==> src/rtl/pdm_decoder_if.sv <==
// PDM decoder bus: two PDM bit streams in, two decoded PCM samples plus a sample strobe out.
interface pdm_decoder_if;
  logic        lft_PDM;
  logic        rght_PDM;
  logic [15:0] lft_inverse;
  logic [15:0] rght_inverse;
  logic        smp_vld;

  // Stimulus / PDM source side
  modport master (
    output lft_PDM, rght_PDM,
    input  lft_inverse, rght_inverse, smp_vld
  );

  // Decoder side
  modport slave (
    input  lft_PDM, rght_PDM,
    output lft_inverse, rght_inverse, smp_vld
  );
endinterface

==> src/rtl/pdm_decoder.sv <==
// pdm_decoder: per-channel boxcar (moving-sum) PDM-to-PCM recovery with decimated,
// saturated 16-bit signed outputs.
// Optional feature macro: PDM_DEC_IIR_EN adds a first-order IIR post-filter per channel.
module pdm_decoder #(
  parameter int unsigned WIN_LOG2  = 8,
  parameter int unsigned DEC_LOG2  = 0,
  parameter int unsigned IIR_SHIFT = 4
) (
  input  logic          clk,
  input  logic          RST_n,
  pdm_decoder_if.slave  bus
);

  localparam int unsigned WIN   = 1 << WIN_LOG2;
  localparam int unsigned SUM_W = WIN_LOG2 + 1;
  localparam int unsigned SHIFT = 16 - WIN_LOG2;

  // History resets to an alternating window (oldest bit 0), so the running sum starts at mid-scale.
  localparam logic [WIN-1:0]   HIST_RST = {(WIN/2){2'b01}};
  localparam logic [SUM_W-1:0] SUM_RST  = SUM_W'(WIN/2);

  // Reject illegal parameter combinations at elaboration
  if (WIN_LOG2 < 4 || WIN_LOG2 > 16 || DEC_LOG2 > 8 || IIR_SHIFT < 1 || IIR_SHIFT > 8) begin : g_bad_param
    $error("pdm_decoder: parameter out of legal range");
  end

  // Clamp an 18-bit signed value into 16-bit two's complement
  function automatic logic [15:0] sat16(input logic signed [17:0] v);
    if (v > 18'sd32767)
      return 16'h7FFF;
    else if (v < -18'sd32768)
      return 16'h8000;
    else
      return v[15:0];
  endfunction

  logic wrap_c;
  logic vld_q;

  if (DEC_LOG2 == 0) begin : g_nodec
    assign wrap_c = 1'b1;
  end else begin : g_dec
    logic [DEC_LOG2-1:0] cnt;

    // Free-running decimation counter; wrap marks an output-update edge
    always_ff @(posedge clk or negedge RST_n) begin
      if (!RST_n)
        cnt <= '0;
      else
        cnt <= cnt + DEC_LOG2'(1);
    end

    assign wrap_c = (cnt == {DEC_LOG2{1'b1}});
  end

  // Sample strobe: high in the cycle after each counter wrap
  always_ff @(posedge clk or negedge RST_n) begin
    if (!RST_n)
      vld_q <= 1'b0;
    else
      vld_q <= wrap_c;
  end

  for (genvar ch = 0; ch < 2; ch++) begin : g_ch
    logic                pdm_in_c;
    logic                pdm_q;
    logic [WIN-1:0]      hist;
    logic [SUM_W-1:0]    sum;
    logic signed [17:0]  x_c;
    logic [15:0]         nxt_c;
    logic [15:0]         out_q;

    assign pdm_in_c = (ch == 0) ? bus.lft_PDM : bus.rght_PDM;

    // Input capture, window history and running ones-count
    always_ff @(posedge clk or negedge RST_n) begin
      if (!RST_n) begin
        pdm_q <= 1'b0;
        hist  <= HIST_RST;
        sum   <= SUM_RST;
      end else begin
        pdm_q <= pdm_in_c;
        hist  <= {hist[WIN-2:0], pdm_q};
        sum   <= sum + SUM_W'(pdm_q) - SUM_W'(hist[WIN-1]);
      end
    end

    // Centre the sum on zero and scale it to 16-bit full range
    always_comb begin
      x_c = ($signed(18'(sum)) - $signed(18'(WIN/2))) <<< SHIFT;
    end

`ifdef PDM_DEC_IIR_EN
    logic signed [17:0] y_q;
    logic signed [17:0] y_nxt_c;

    // Exponential smoothing step toward the boxcar value
    always_comb begin
      y_nxt_c = y_q + ((x_c - y_q) >>> IIR_SHIFT);
    end

    // IIR state advances only on output-update edges
    always_ff @(posedge clk or negedge RST_n) begin
      if (!RST_n)
        y_q <= '0;
      else if (wrap_c)
        y_q <= y_nxt_c;
    end

    assign nxt_c = sat16(y_nxt_c);
`else
    assign nxt_c = sat16(x_c);
`endif

    // Output sample register, loaded on update edges and held otherwise
    always_ff @(posedge clk or negedge RST_n) begin
      if (!RST_n)
        out_q <= '0;
      else if (wrap_c)
        out_q <= nxt_c;
    end
  end

  assign bus.lft_inverse  = g_ch[0].out_q;
  assign bus.rght_inverse = g_ch[1].out_q;
  assign bus.smp_vld      = vld_q;

endmodule

==> src/flat_wrapper.sv <==
// flat-port wrapper written by rule: the top's interface ports become plain ports
module pdm_decoder_flat 
#(
  parameter int unsigned WIN_LOG2  = 8,
  parameter int unsigned DEC_LOG2  = 0,
  parameter int unsigned IIR_SHIFT = 4
)
  (clk, RST_n, bus_lft_PDM, bus_rght_PDM, bus_lft_inverse, bus_rght_inverse, bus_smp_vld);
  pdm_decoder_if bus_i ();
  input  logic clk;
  input  logic RST_n;
  input wire logic [$bits(bus_i.lft_PDM)-1:0] bus_lft_PDM;
  input wire logic [$bits(bus_i.rght_PDM)-1:0] bus_rght_PDM;
  output wire logic [$bits(bus_i.lft_inverse)-1:0] bus_lft_inverse;
  output wire logic [$bits(bus_i.rght_inverse)-1:0] bus_rght_inverse;
  output wire logic [$bits(bus_i.smp_vld)-1:0] bus_smp_vld;
  assign bus_i.lft_PDM = bus_lft_PDM;
  assign bus_i.rght_PDM = bus_rght_PDM;
  assign bus_lft_inverse = bus_i.lft_inverse;
  assign bus_rght_inverse = bus_i.rght_inverse;
  assign bus_smp_vld = bus_i.smp_vld;
  pdm_decoder #(.WIN_LOG2(WIN_LOG2), .DEC_LOG2(DEC_LOG2), .IIR_SHIFT(IIR_SHIFT)) u_core (.clk(clk), .RST_n(RST_n), .bus(bus_i));
endmodule
==> config.mk <==
export PLATFORM = sky130hd
export DESIGN_NAME = pdm_decoder_flat
export DESIGN_NICKNAME = d
export VERILOG_FILES = /design/src/rtl/pdm_decoder_if.sv /design/src/rtl/pdm_decoder.sv /design/src/flat_wrapper.sv
export SDC_FILE = /design/constraint.sdc
export NUM_CORES = 1
export LEC_CHECK = 0
export CAP_MARGIN = 20
export CORE_MARGIN = 5
export CORE_UTILIZATION = 48
export DETAILED_ROUTE_END_ITERATION = 6
export GPL_ROUTABILITY_DRIVEN = 0
export PLACE_DENSITY = 0.74
export SYNTH_ARGS = -nofsm -noshare
export SYNTH_HDL_FRONTEND = slang
export SYNTH_SLANG_ARGS = --single-unit
export TNS_END_PERCENT = 5
==> constraint.sdc <==
create_clock -name clk -period 2.7 [get_ports clk]
set_input_delay 0.54 -clock clk [delete_from_list [all_inputs] [get_ports clk]]
set_output_delay 0.54 -clock clk [all_outputs]
set_load 0.02 [all_outputs]
==> flow_metrics.env <==
export IMPL_tritoncts="done"
export IMPL_area_delta_synth_final_pct=17.8
export IMPL_synth_ff_latch_count=551
export IMPL_total_power_mw=18.9
export IMPL_max_slew_margin_rel=0.624
export IMPL_critical_path_required_ns=3.13
export IMPL_synth_top_family_by_area="adder cells"
export IMPL_clkSinkCount=551
export IMPL_vias_per_cell=4.47
export IMPL_synth_distinct_cells=27
export IMPL_timing_critical_path_fanout_max=3
export IMPL_grt_setup_unrepaired="no"
export IMPL_synthAdderAreaFrac=0.0208
export IMPL_cts_hold_fix_buffers=1
export IMPL_grt_start_max_net_pins=89
export IMPL_top_signal_layer_used="met4"
export IMPL_yosysMostFrequentCell="dfrtp_1"
export IMPL_dp_worst_setup_slack_ns=0.522
export IMPL_cp_slowest_stage_delay_ns=0.42
export IMPL_setup_viol_count_final=0
export IMPL_cp_data_arrival_time_ns=2.71
export IMPL_synth_async_sr_flop_share=1.00
export IMPL_final_period_utilization=0.847
export IMPL_post_synth_instance_area_um2=15100
export IMPL_nNetsFinal=805
export IMPL_die_area_um2=35200
export IMPL_cts_made_buffers=51
export IMPL_io_buffer_count=36
export IMPL_synth_simple_area_share=0.0102
export IMPL_die_width_um=188
export IMPL_maxCapViolCount=0
export IMPL_route_vias_total=5461
export IMPL_timing_hold_worst_class="flip-flop to flip-flop"
export IMPL_final_cell_area_um2=17800
export IMPL_core_area_um2=31300
export IMPL_routed_len_inst_um=18.0
export IMPL_post_synth_xor_area_fraction=0.00810
export IMPL_synth_mux_area_fraction=0.00198
export IMPL_grt_pass1_wl_mm=36.9
export IMPL_leading_cell_types_by_count_after_synthesis="dfrtp_1, dfstp_2, inv_1"
export IMPL_met3WireLength_um=841
export IMPL_post_dp_hpwl_mm=9.68
export IMPL_postSynthCellCount=692
export IMPL_grt_ovfl_total=0
export IMPL_ctsResizeCount=0
export IMPL_hold_viol=0
export IMPL_fin_setup_tns_ns=0
export IMPL_syn_area_per_cell_um2=21.9
export IMPL_synth_edff_count=0
export IMPL_p_leak_nw=8.12
export IMPL_antenna_cells=0
export IMPL_largest_cells_by_area_after_synthesis="dfrtp_1, dfstp_2, ha_1"
export IMPL_skew_ns=0.0129
export IMPL_clk_root_buffer_cell="clkbuf_16"
export IMPL_startpoint_type="flip-flop"
export IMPL_synth_yosys_seq_area_share=0.932
export IMPL_start_util=0.483
export IMPL_synth_warnings=0
export IMPL_mappedNetlistNets=720
export IMPL_met2_wirelength_mm=10.7
export IMPL_cts_root_to_sink_buffers=3
export IMPL_stdcell_count=1222
export IMPL_synth_largest_type_area_fraction=0.484
export IMPL_netlist_top_cell_by_area="dfrtp_1"
export IMPL_setup_slack_of_the_critical_path_after_layout_ns=0.412
export IMPL_dr_first_iter_drc_count=251
export IMPL_antenna_violating_nets_post_route=0
export IMPL_dieHeight_um=188
export IMPL_synth_main_ff_cell="dfrtp_1"
export IMPL_drive_gt1_frac=0.441
export IMPL_finalHoldWorstSlack_ns=0.347
export IMPL_globalRouteTotalUtil=0.133
export IMPL_place_area_um2=16000
export IMPL_cell_by_cell_listing_of_the_critical_path="inv_1 > ha_1 > inv_1 > ha_1 > fa_1 > a21o_2 > a21oi_2 > o21ai_0 > xor2_1"
export IMPL_tightest_slew_ns=0.563
export IMPL_crit_slowest_cell="fa_1"
export IMPL_worst_setup_hold_path_clk_slew_ns=0.06
export IMPL_max_vdd_ir_drop_mv=0.563
export IMPL_placementRows=65
export IMPL_synth_compound_area_share=0.0131
export IMPL_remaining_drc_errors=0
export IMPL_initial_antenna_violation_count=0
export IMPL_postCtsSetupRepairBufs=0
export IMPL_max_h_tree_level=2
export IMPL_dpl_cell_count=1125
export IMPL_run_status="finished clean"
export IMPL_grt_pass1_vias=6455
export IMPL_pin_count=37
export IMPL_drt_met1_wl_mm=10.1
export IMPL_max_clock_freq_mhz=437
export IMPL_pwr_density_cell_nw_per_um2=1060
export IMPL_detailedRoute_firstPassIterationCount=4
export IMPL_setup_worst_path_end_class="flip-flop"
export IMPL_routed_wl_mm=22.1
export IMPL_clk_latency_ns=0.55
export IMPL_fin_crit_ns=2.29
export IMPL_final_core_util=0.569
export IMPL_finalMaxSlewViolations=0
export IMPL_critPathKind="flip-flop to flip-flop"
## worst max-delay path: cells and delay by family, from the launching register on
family	cells	cell delay, ns
fa+ha+maj	3	0.90
compound gates	3	0.61
flops	1	0.38
xor+xnor	1	0.16
buf+inv	2	0.11
## cells in the final DEF, fill, tap and decap left out, types with 2 or more instances in the layout
master / Yosys / final
ha_1: 22 / 22
bufinv_16: 0 / 4
o21a_1: 2 / 2
dfrtp_1: 293 / 293
clkdlybuf4s50_1: 0 / 35
and4b_1: 2 / 2
o31ai_2: 2 / 2
o21ai_0: 4 / 4
clkbuf_16: 0 / 53
a211oi_2: 2 / 2
nand3_1: 3 / 3
a21oi_2: 2 / 2
clkbuf_8: 0 / 13
mux2i_1: 3 / 3
xor2_1: 6 / 6
o21bai_1: 2 / 2
inv_1: 25 / 25
nand2_1: 20 / 20
xnor2_1: 8 / 8
buf_12: 0 / 5
nor2b_1: 2 / 2
a21o_1: 3 / 3
clkbuf_1: 0 / 9
dfstp_2: 258 / 258
nand2b_1: 2 / 2
nor3_1: 3 / 3
clkinvlp_4: 0 / 8
fa_1: 2 / 2
clkinv_2: 0 / 7
buf_4: 14 / 4
a21oi_1: 8 / 8
## worst paths after layout
| kind | from | depth (start not counted) | endpoint | slack (ns) |
|---|---|---|---|---|
| setup / recovery | u_core.g_ch[0].pdm_q | 9 | u_core.g_ch[0].sum[6] | 0.41 |
| hold / removal | u_core.g_ch[0].hist[119] | 0 | u_core.g_ch[0].hist[120] | 0.35 |
| setup reg to reg | u_core.g_ch[0].pdm_q | 9 | u_core.g_ch[0].sum[6] | 0.41 |
| hold reg to reg | u_core.g_ch[0].hist[119] | 0 | u_core.g_ch[0].hist[120] | 0.35 |
| max in group asynchronous | RST_n | 3 | u_core.g_ch[0].hist[0] | 1.30 |
| min in group asynchronous | RST_n | 2 | u_core.bus.smp_vld | 0.52 |
## report_power, final
part | internal, mW | leakage (nW) | switching, mW | total, mW
Combinational | 1.14 | 0.722 | 1.50 | 2.64
Sequential | 8.67 | 6.55 | 0.151 | 8.83
Clock | 4.37 | 0.857 | 3.02 | 7.39
## metal layers
layer / vias to the layer above / GRT usage
met1: 2994 / 0.191
met2: 102 / 0.212
met5: - / 0
met3: 36 / 0.0283
met4: 0 / 0.0361
li1: 2329 / -
## registers in the layout, indices dropped and copies added (netlist names)
signal and flops:
u_core.g_ch.sum 18, u_core.bus.smp_vld 1, u_core.g_ch.pdm_q 2, u_core.bus.rght_inverse 9, u_core.bus.lft_inverse 9, u_core.g_ch.hist 512
## area by class of cell
cell class	count	area, um^2
Sequential cell	551	14100
Fill cell	2128	13500
Clock buffer	75	1540
Multi-Input combinational cell	102	823
Timing Repair Buffer	46	505
Tap cell	402	503
Clock inverter	21	244
Inverter	25	93.8
## kinds of logic after synthesis
family,after synthesis
other,1
flip-flops,551
buffers and inverters,39
AO/OA/AOI/OAI,27
AND/OR/NAND/NOR,33
XOR/XNOR,14
multiplexers,3
adder cells (fa/ha/maj),24
Note: power is estimated with default switching activity, not from simulation.
